### src/rtl/mmio_test_device.sv
// Memory-mapped test-status responder: TOHOST pass/fail word, console byte port,
// a small signature buffer and a RUN-cycle watchdog, sitting beside data memory.
module mmio_test_device #(
    parameter logic [31:0] TOHOST_ADDR    = 32'h0000_1000,
    parameter logic [31:0] CONSOLE_ADDR   = 32'h0000_1004,
    parameter logic [31:0] SIG_BASE       = 32'h0000_1100,
    parameter int          SIG_WORDS      = 8,
    parameter int          TIMEOUT_CYCLES = 10000
) (
    input  logic        clk,
    input  logic        rst_n,
    input  logic        req_valid,
    input  logic        req_we,
    input  logic [31:0] req_addr,
    input  logic [31:0] req_wdata,
    input  logic [3:0]  req_wstrb,
    output logic        hit,
    output logic [31:0] rdata,
    output logic        done,
    output logic        pass,
    output logic        timeout,
    output logic [30:0] fail_code,
    output logic [31:0] cycles,
    output logic        char_valid,
    output logic [7:0]  char_data
);
    // state      | meaning
    // ST_RUN     | program running, stores accepted, cycles counting
    // ST_PASS    | program reported success (terminal)
    // ST_FAIL    | program reported failure, fail_code captured (terminal)
    // ST_TIMEOUT | watchdog expired before any report (terminal)
    typedef enum logic [1:0] {ST_RUN, ST_PASS, ST_FAIL, ST_TIMEOUT} state_t;

    localparam int IDX_W = (SIG_WORDS > 1) ? $clog2(SIG_WORDS) : 1;
    localparam logic [31:0] WDOG_LAST = 32'(TIMEOUT_CYCLES - 1);

    state_t      state_q, state_d;
    logic [31:0] cycles_q, cycles_d;
    logic [30:0] fail_code_q, fail_code_d;
    logic        char_valid_q, char_valid_d;
    logic [7:0]  char_data_q, char_data_d;
    logic [31:0] sig_q [SIG_WORDS];
    logic [31:0] sig_d [SIG_WORDS];

    logic [31:0]      sig_off;
    logic [IDX_W-1:0] sig_idx;
    logic             tohost_sel, console_sel, sig_sel;
    logic             store, running;

    // Addresses below SIG_BASE wrap to a huge offset, so one compare bounds the window.
    assign sig_off     = req_addr - SIG_BASE;
    assign sig_idx     = sig_off[IDX_W+1:2];
    assign sig_sel     = (sig_off[31:2] < 30'(SIG_WORDS));
    assign tohost_sel  = (req_addr[31:2] == TOHOST_ADDR[31:2]);
    assign console_sel = (req_addr[31:2] == CONSOLE_ADDR[31:2]);

    assign hit     = req_valid & (tohost_sel | console_sel | sig_sel);
    assign store   = hit & req_we;
    assign running = (state_q == ST_RUN);

    always_comb begin
        rdata = '0;
        if (hit) begin
            if (tohost_sel) begin
                rdata = {fail_code_q, (state_q == ST_FAIL) | (state_q == ST_PASS)};
            end else if (console_sel) begin
                rdata = {24'b0, char_data_q};
            end else begin
                rdata = sig_q[sig_idx];
            end
        end
    end

    always_comb begin
        state_d      = state_q;
        cycles_d     = cycles_q;
        fail_code_d  = fail_code_q;
        char_valid_d = 1'b0;
        char_data_d  = char_data_q;
        sig_d        = sig_q;
        if (running) begin
            if (cycles_q != 32'hFFFF_FFFF) begin
                cycles_d = cycles_q + 32'd1;
            end
            if (cycles_q == WDOG_LAST) begin
                state_d = ST_TIMEOUT;
            end
            // Written after the watchdog so a same-edge report overrides expiry.
            if (store && tohost_sel && (req_wstrb == 4'hF) && req_wdata[0]) begin
                if (req_wdata == 32'd1) begin
                    state_d = ST_PASS;
                end else begin
                    state_d     = ST_FAIL;
                    fail_code_d = req_wdata[31:1];
                end
            end
            if (store && console_sel && req_wstrb[0]) begin
                char_valid_d = 1'b1;
                char_data_d  = req_wdata[7:0];
            end
            if (store && sig_sel) begin
                for (int b = 0; b < 4; b++) begin
                    if (req_wstrb[b]) begin
                        sig_d[sig_idx][8*b +: 8] = req_wdata[8*b +: 8];
                    end
                end
            end
        end
    end

    always_ff @(posedge clk or negedge rst_n) begin
        if (!rst_n) begin
            state_q      <= ST_RUN;
            cycles_q     <= '0;
            fail_code_q  <= '0;
            char_valid_q <= 1'b0;
            char_data_q  <= '0;
            for (int i = 0; i < SIG_WORDS; i++) begin
                sig_q[i] <= '0;
            end
        end else begin
            state_q      <= state_d;
            cycles_q     <= cycles_d;
            fail_code_q  <= fail_code_d;
            char_valid_q <= char_valid_d;
            char_data_q  <= char_data_d;
            sig_q        <= sig_d;
        end
    end

    assign done       = (state_q != ST_RUN);
    assign pass       = (state_q == ST_PASS);
    assign timeout    = (state_q == ST_TIMEOUT);
    assign fail_code  = fail_code_q;
    assign cycles     = cycles_q;
    assign char_valid = char_valid_q;
    assign char_data  = char_data_q;

endmodule

### config.mk
export PLATFORM = sky130hd
export DESIGN_NAME = mmio_test_device
export DESIGN_NICKNAME = d
export VERILOG_FILES = /design/src/rtl/mmio_test_device.sv
export SDC_FILE = /design/constraint.sdc
export NUM_CORES = 1
export LEC_CHECK = 0
export CAP_MARGIN = 25
export CORE_ASPECT_RATIO = 0.8
export CORE_MARGIN = 8
export CORE_UTILIZATION = 29
export CTS_CLUSTER_DIAMETER = 120
export DETAILED_ROUTE_END_ITERATION = 16
export SYNTH_ARGS = -nofsm -noshare
export SYNTH_HDL_FRONTEND = slang
export SYNTH_SLANG_ARGS = --single-unit
### constraint.sdc
create_clock -name clk -period 3.6 [get_ports clk]
set_clock_uncertainty 0.2 [all_clocks]
set_input_delay 0.9 -clock clk [delete_from_list [all_inputs] [get_ports clk]]
set_output_delay 0.9 -clock clk [all_outputs]
set_load 0.02 [all_outputs]
* After elaboration in Yosys (flattened, before gate mapping)
Cells that the tools add are included.
** Cells by class
- Add/sub/neg operators :: 2
- $lt $le $gt $ge :: 3
- Equal/unequal tests :: 9
- Muxes and demuxes :: 33
- Bitwise gates (word level) :: 7
- Reduce and logical (&&, ||, !) cells :: 15
** Operators with widths (number)
- $mux W256 :: 10
- $bwmux W256 :: 4
- $demux W32 S3 :: 4
- $mux W32 :: 6
- $bmux W32 S3 :: 1
- $eq A30 B11 Y1 const B :: 2
- $add A32 B1 Y32 const B :: 1
- $eq A32 B1 Y1 const B :: 1
- $eq A32 B14 Y1 const B :: 1
- $ne A32 B32 Y1 const B :: 1
- $sub A32 B13 Y32 const B :: 1
- $lt A30 B4 Y1 const B :: 1
- $mux W24 :: 1
- $mux W16 :: 1
- $mux W8 :: 1
- $reduce_and A2 Y1 :: 4
- $logic_and A1 B1 Y1 :: 7
- $mux W2 :: 3
- $eq A2 B2 Y1 const B :: 2
- $eq A4 B4 Y1 const B :: 1
- $ge A4 B4 Y1 const B :: 1
- $lt A4 B1 Y1 const B :: 1
- $not A3 Y4 :: 1
- $reduce_bool A2 Y1 :: 2
- other kinds (7) :: 11
** Storage, ports and cells
- Register bits after elaboration :: 330
- Bits of input ports :: 72
- Output and inout port bits :: 108
- Logic and storage cells :: 82

* Depth between registers and ports, before layout
- Word-level depth :: 20
- Mapped depth :: 10
- Gate-level depth less buffers :: 7

* Worst setup path after synthesis
OpenSTA, ideal clock, no wires.
- Path type :: input-to-output
- Start :: in req_addr[13]
- End :: out rdata[27]
- Data arrival time :: 3056 ps
- Required time :: 2500 ps
- Setup slack :: -556 ps
- Stages on the path :: 7
- Path buffers :: 2
- Cells stage by stage :: nor2_1 -> or4b_2 -> clkbuf_1 -> nor4_1 -> clkbuf_1 -> nand2_1 -> a21oi_1
** On the way
- Cells in the longest elaborated chain, start to end :: 5
** Ends and longest elaborated chain
- start, declared :: RTL line 14 : input logic [31:0] req_addr,
- $sub A32 B13 Y32, or another cell as far along :: RTL line 51 : assign sig_off = req_addr - SIG_BASE;
- $lt A30 B4 Y1 or $or A1 B1 Y1 (tied branches) :: RTL line 53, 57
- $or A1 B1 Y1 :: RTL line 57 : assign hit = req_valid & (tohost_sel | console_sel | sig_sel);
- $and A1 B1 Y1 :: RTL line 57
- $mux W32 * :: RTL line 63 : if (hit) begin
- end, declared :: RTL line 18 : output logic [31:0] rdata,
Mark *: on every way between the ends. The rest lies on a longest branch, timed or not.

* Final worst setup path
- Start :: in req_addr[10]
- End :: out rdata[14]
The elaborated chain is that of the path after synthesis.

==> results.cfg <==
[place]
place_area_um2 = 19900
gp_congestion = 0.846
dp.cells = 2189
portBuffers = 177
dp_hpwl_mm = 36.9

[final_layout]
fin_area_um2 = 21800
area_growth_pct = 38.8
layout-drive-gt1-share_pct = 47.9
multi_input_area_um2 = 7710
fin_util_pct = 40.6
fillerInstances = 4979
final_cells = 2277
regArea_um2 = 8260
final_nets = 1627

[route]
drt_wl_total_mm = 53.3
drc = 0
ant_nets = 0
routed-via-count = 11800
wire_per_inst_um = 23.4
dr.pass1.iters = 5
post_drt_via_cell_ratio = 5.16
drt_iter0_drc = 870

[sta]
fin_crit_ps = 4010
tns_ps = -9030
finalSetupViolCount = 33
relSlewSlack_pct = 39.9
max_freq_ghz = 0.250
worstMarginPinSlew_ps = 896
min_period_over_period_pct = 111
hold_viol = 0
drv_slew = 0
rsz0062_at_grt = yes
timing.final.ws_setup_ps = -406

[pwr]
internal_power_w = 0.00629
p_switching_w = 0.00187
netSwitchingFraction_pct = 22.9
combPwrFrac_pct = 7.6
sequentialPowerShare_pct = 45.5
ir_drop_mv = 0.222
p_leak_nw = 10.2
power.total_w = 0.00816
power_frac_clock_pct = 46.9
power.density_nw_per_um2 = 374

[clock_tree]
clockBufferDepth = 3
path_clk_slew_ps = 60
cts_tree = yes
cts_max_level = 2
cts_buffers = 36
cts_sinks = 330
clock_latency_ps = 520
clock_tree.root_cell = clkbuf_16

[yosys]
synth_area_leaders = dfrtp_1, mux2_2, mux2_4, mux2i_1, o22ai_1
synthArstFlopShare_pct = 100
seq_area_frac_synth_pct = 52.5
synth_top_cell_area_share_pct = 52.5
synthDistinctLibCells = 60
ys_ff_latch = 330
synth_edf_count = 0
syn_inst = 1225
ys.flop_type = dfrtp_1
syn_nets = 1301
synth.avg_cell_area_um2 = 12.8
synth_top_cell_by_area = dfrtp_1
yosys_warnings = 0
netlist_area_um2 = 15700

[floorplan]
io_pins = 180
die-area_um2 = 62000
start_util_pct = 29.3
core_um2 = 53700
rows = 76
die_h_um = 224
die_x_um = 276

[global_route]
grt_overflow = 0
grtUsageTotal_pct = 16.6
grt_pass1_wl_mm = 80.2
grt_antenna_before_repair = 1
grt_pass1_vias = 12300
grt_max_degree = 84

[setup_path]
endpoint_kind = output pin
crit_path_start = req_addr[10]
r2r_slack_ps = 700
reg2reg_from = state_q[0]
critPathMaxFanout = 5
cp_cell_sequence = buf_8 -> buf_6 -> nor3_4 -> nand4_1 -> or4_4 -> or4_4 -> a21oi_4 -> buf_6
cp_data_arrival_time_ps = 2910
cp.required_ps = 2500
timing.critical_path.buf_inv = 3
criticalPathCategory = in -> out
cpMaxStageDelayCell = or4_4
crit_family = simple AND/OR/NAND/NOR gates
critPathMaxStageDelay_ps = 680
startpoint_type = input port

[min_path]
hp-class = in -> async

[outcome]
violations = setup timing
status = complete, but fails checks

[run]
drv_cap = 0
==> final timing paths <==
kind | end | depth (start not counted)
setup / recovery | rdata[14] | 8
hold / removal | sig_q[4] | 1
setup reg to reg | fail_code[23] | 9
hold reg to reg | sig_q[201] | 1
max in group asynchronous | sig_q[240] | 2
min in group clk | sig_q[201] | 1
==> synthesized netlist by cell type (9+ instances only) <==
cell      number
a211oi_1       9
a21oi_1       29
buf_1         20
clkbuf_1      55
dfrtp_1      330
mux2_2       288
mux2_4        40
mux2i_1       32
nand2_1       50
nand2_2       24
nand2b_1      10
nand3_1       23
nand4_1       16
nor2_1        42
nor3_1        14
nor4_1        18
o21ai_0       15
o221ai_1      16
o22ai_1       45
xnor2_1       22
==> power by group through the flow <==
stage	Sequential, W	Clock [W]	Combinational [W]
6_report	0.00371	0.00383	0.000620
5_1_grt	0.00371	0.00407	0.000664
4_1_cts	0.00371	0.00391	0.000619
3_5_place_dp	0.00378	0	0.000590
3_3_place_gp	0.00378	0	0.000585
2_1_floorplan	0.00378	0	0.000195
==> stage by stage <==
step           setup WS, ps  hold WS, ps
6_report               -406          217
3_3_place_gp          -1280          280
3_5_place_dp          -1260          288
5_1_grt                -447          257
2_1_floorplan         -84.1          271
4_1_cts                -505          230
==> layer usage <==
metal  routed length [µm]  up-vias  track usage, %  share of wire (%)
met5                    0        -               0                  0
met4                 1130        0            3.80                2.1
met3                 3040       79            3.37                5.7
met2                24400      349            26.4                 46
met1                24700     6156            23.2                 46
li1                     -     5171               -                  -
==> flip-flops by register name, indices dropped and copies added (netlist names) <==
register	cells
cycles	32
char_data	8
state_q	2
sig_q	256
fail_code	31
char_valid	1
==> what timing repair did <==
action                                  4_1_cts  5_1_grt
endpoints found under the setup margin       33       33
pin swaps                                    25       15
hold buffers                                  0        0
gates resized for setup                     346       25
gates cloned                                  4        1
buffers inserted                             25        3
==> kinds of logic (layout without fill, tap and decap cells) <==
family / after synthesis / in the layout / synth area share [%]
AO/OA/AOI/OAI: 159 / 159 / 6.98
XOR/XNOR: 30 / 30 / 1.67
adder cells (fa/ha/maj): 4 / 4 / 0.318
buffers and inverters: 92 / 441 / 2.52
flip-flops: 330 / 330 / 52.5
multiplexers: 367 / 367 / 27.5
other: 0 / 1 / 0
AND/OR/NAND/NOR: 243 / 243 / 8.48
==> final cells by class <==
type,instances,area share (%)
inverters,5,0.0860
clock inverters,10,0.700
well taps,702,4.03
clock buffers,51,4.85
diodes,1,0.0115
multi-input cells,803,35.4
repair buffers,375,17.1
flip-flops and latches,330,37.9
==> placed cells by master (no fill, tap or decap), drive strengths merged, types with 29 or more instances in the layout <==
cell | netlist | layout
a21oi | 29 | 29
buf | 31 | 251
clkbuf | 56 | 53
clkdlybuf4s50 | 0 | 112
dfrtp | 330 | 330
mux2 | 328 | 328
mux2i | 32 | 32
nand2 | 74 | 74
nor2 | 42 | 42
o22ai | 45 | 45
No activity file was read; power rests on OpenSTA's default activity.
==> variant, RTL diff (same flow settings) <==
`SIG_WORDS`: 8 -> 4.
--- a/src/rtl/mmio_test_device.sv
+++ b/src/rtl/mmio_test_device.sv
@@ -4,7 +4,7 @@
     parameter logic [31:0] TOHOST_ADDR    = 32'h0000_1000,
     parameter logic [31:0] CONSOLE_ADDR   = 32'h0000_1004,
     parameter logic [31:0] SIG_BASE       = 32'h0000_1100,
-    parameter int          SIG_WORDS      = 8,
+    parameter int          SIG_WORDS      = 4,
     parameter int          TIMEOUT_CYCLES = 10000
 ) (
     input  logic        clk,
Function: changed (a bounded check fails within 4 cycles, from zero or initial values and one cycle with rst_n low).
==> variant against the original RTL <==
- total power fell by 39%
- critical endpoint is now rdata[15]
- synthesized cell count shrank 37%
- setup slack got worse by 0.15 ns
- area after synthesis is 36% lower
- wire length decreased by 38%
- sequential cell count fell by 128
- design area down 30%
- the run still ends with negative setup slack left
==> variant: results (changes against the original RTL) <==
| Metric | Value |
|---|---|
| Fraction of area in multi-input gates | 36.1% (+0.74 points) |
| Unique masters post-synth | 56 (-6.7%) |
| Headroom to the max-slew limit | 53.3% (+13 points) |
| Worst path max stage delay | 0.46 ns (-0.22 ns) |
| Drt pass-1 iters | 6 (+1) |
| DR iter-0 viols | 412 (-53%) |
| Internal | 3.84 mW (-39%) |
| Num CTS Buffers | 22 (-39%) |
| GR Util met2 | 25.6% (-0.78 points) |
| Gr usage total | 16.0% (-0.56 points) |
| Signal buffers share of area | 21.6% (+4.5 points) |
| Final Setup Violations | 33 (unchanged) |
| Most frequent cells after synthesis | dfrtp_1, mux2_2, nand2_1 |
| Final setup TNS | -15.93 ns (-6.91 ns) |
| GR Util met3 | 3.69% (+0.32 points) |
| Vias in the first global route | 8450 (-31%) |
| Initial antenna violation count | 3 (+2) |
| GRT met1 Usage | 22.3% (-0.97 points) |
| Sinks on Clock Net | 202 (-39%) |
| Status | complete, but fails checks |
| Pleak | 6.76 nW (-34%) |
| Repair and plain buffers | 320 (-15%) |
| Worst Path Arrival | 3.05 ns (+0.14 ns) |
| Drt via density | 4.87 (-5.6%) |
| H-tree Lvls | 1 (-1) |
| Clock buf count | 31 (-39%) |
| Pin count of the biggest net entering global routing | 72 (-14%) |
| Register area | 5050 µm² (-39%) |
| Largest register FFs | 128 (-50%) |
| Inverters excl. clock | 11 (+6) |
| Worst Setup SP | req_addr[11] |
| DRT Wirelength | 32800 µm (-38%) |
| Worst Slack Setup Final | -0.553 ns (-0.147 ns) |
| CP max-delay cell | o41a_1 |
| Register area share after synthesis | 50.2% (-2.3 points) |
| Max VDD drop | 0.240 mV (+8.2%) |
| Fillcell total | 3177 (-36%) |
| Setup crit end | rdata[15] |
| CP top delay family | compound AO/OA/AOI/OAI gates |
| Leading post-synthesis cells by cell area | dfrtp_1, mux2_2, nand4_4, xnor2_1, mux4_2 |
| Failing checks | negative setup slack |
==> variant: cell count changes in the layout (fill, tap and decap cells not counted), sizes merged, moves of 27 or more <==
| cell | unedited run | this run |
|---|---|---|
| dfrtp | 330 | 202 |
| a21oi | 29 | 2 |
| o22ai | 45 | 0 |
| buf | 251 | 194 |
| mux2 | 328 | 215 |
| nand2 | 74 | 43 |
==> variant: layer usage <==
| metal | vias to the layer above | share of wire [%] |
|---|---|---|
| li1 | 3497 | - |
| met1 | 3920 | 47 |
| met2 | 175 | 45 |
| met3 | 34 | 5.5 |
| met4 | 4 | 1.6 |
| met5 | - | 0.082 |
==> variant: what timing repair did <==
action,in CTS,in global routing
pin swaps,36,17
endpoints found under the setup margin,33,33
cloned,6,0
resized for setup,319,20
buffers inserted,29,5
==> variant: power groups by stage <==
| stage | registers, mW | clock network, mW | logic, mW |
|---|---|---|---|
| after floorplan | 2.31 | 0 | 0.0813 |
| after global placement | 2.31 | 0 | 0.331 |
| after detailed placement | 2.31 | 0 | 0.332 |
| after CTS | 2.27 | 2.45 | 0.354 |
| after global routing | 2.27 | 2.54 | 0.383 |
| final | 2.27 | 2.37 | 0.355 |
==> variant: kinds of logic after synthesis <==
kind of cell	synth area share [%]
compound gates	5.40
xor+xnor	2.70
fa+ha+maj	0.497
buf+inv	2.10
flops	50.2
mux	26.8
simple gates	12.3
==> variant: stage by stage <==
step / setup slack (ns) / area (µm²) / hold slack [ns] / utilization [%] / instances
after global routing: -0.638 / 15300 / 0.223 / 44.2 / 1566
after CTS: -0.601 / 15200 / 0.212 / 44.0 / 1563
final: -0.553 / 15300 / 0.188 / 44.2 / 1566
after global placement: -1.35 / 13800 / 0.267 / 39.9 / 1490
after floorplan: -0.424 / 10500 / 0.252 / - / 772
after detailed placement: -1.37 / 13800 / 0.270 / 39.9 / 1490
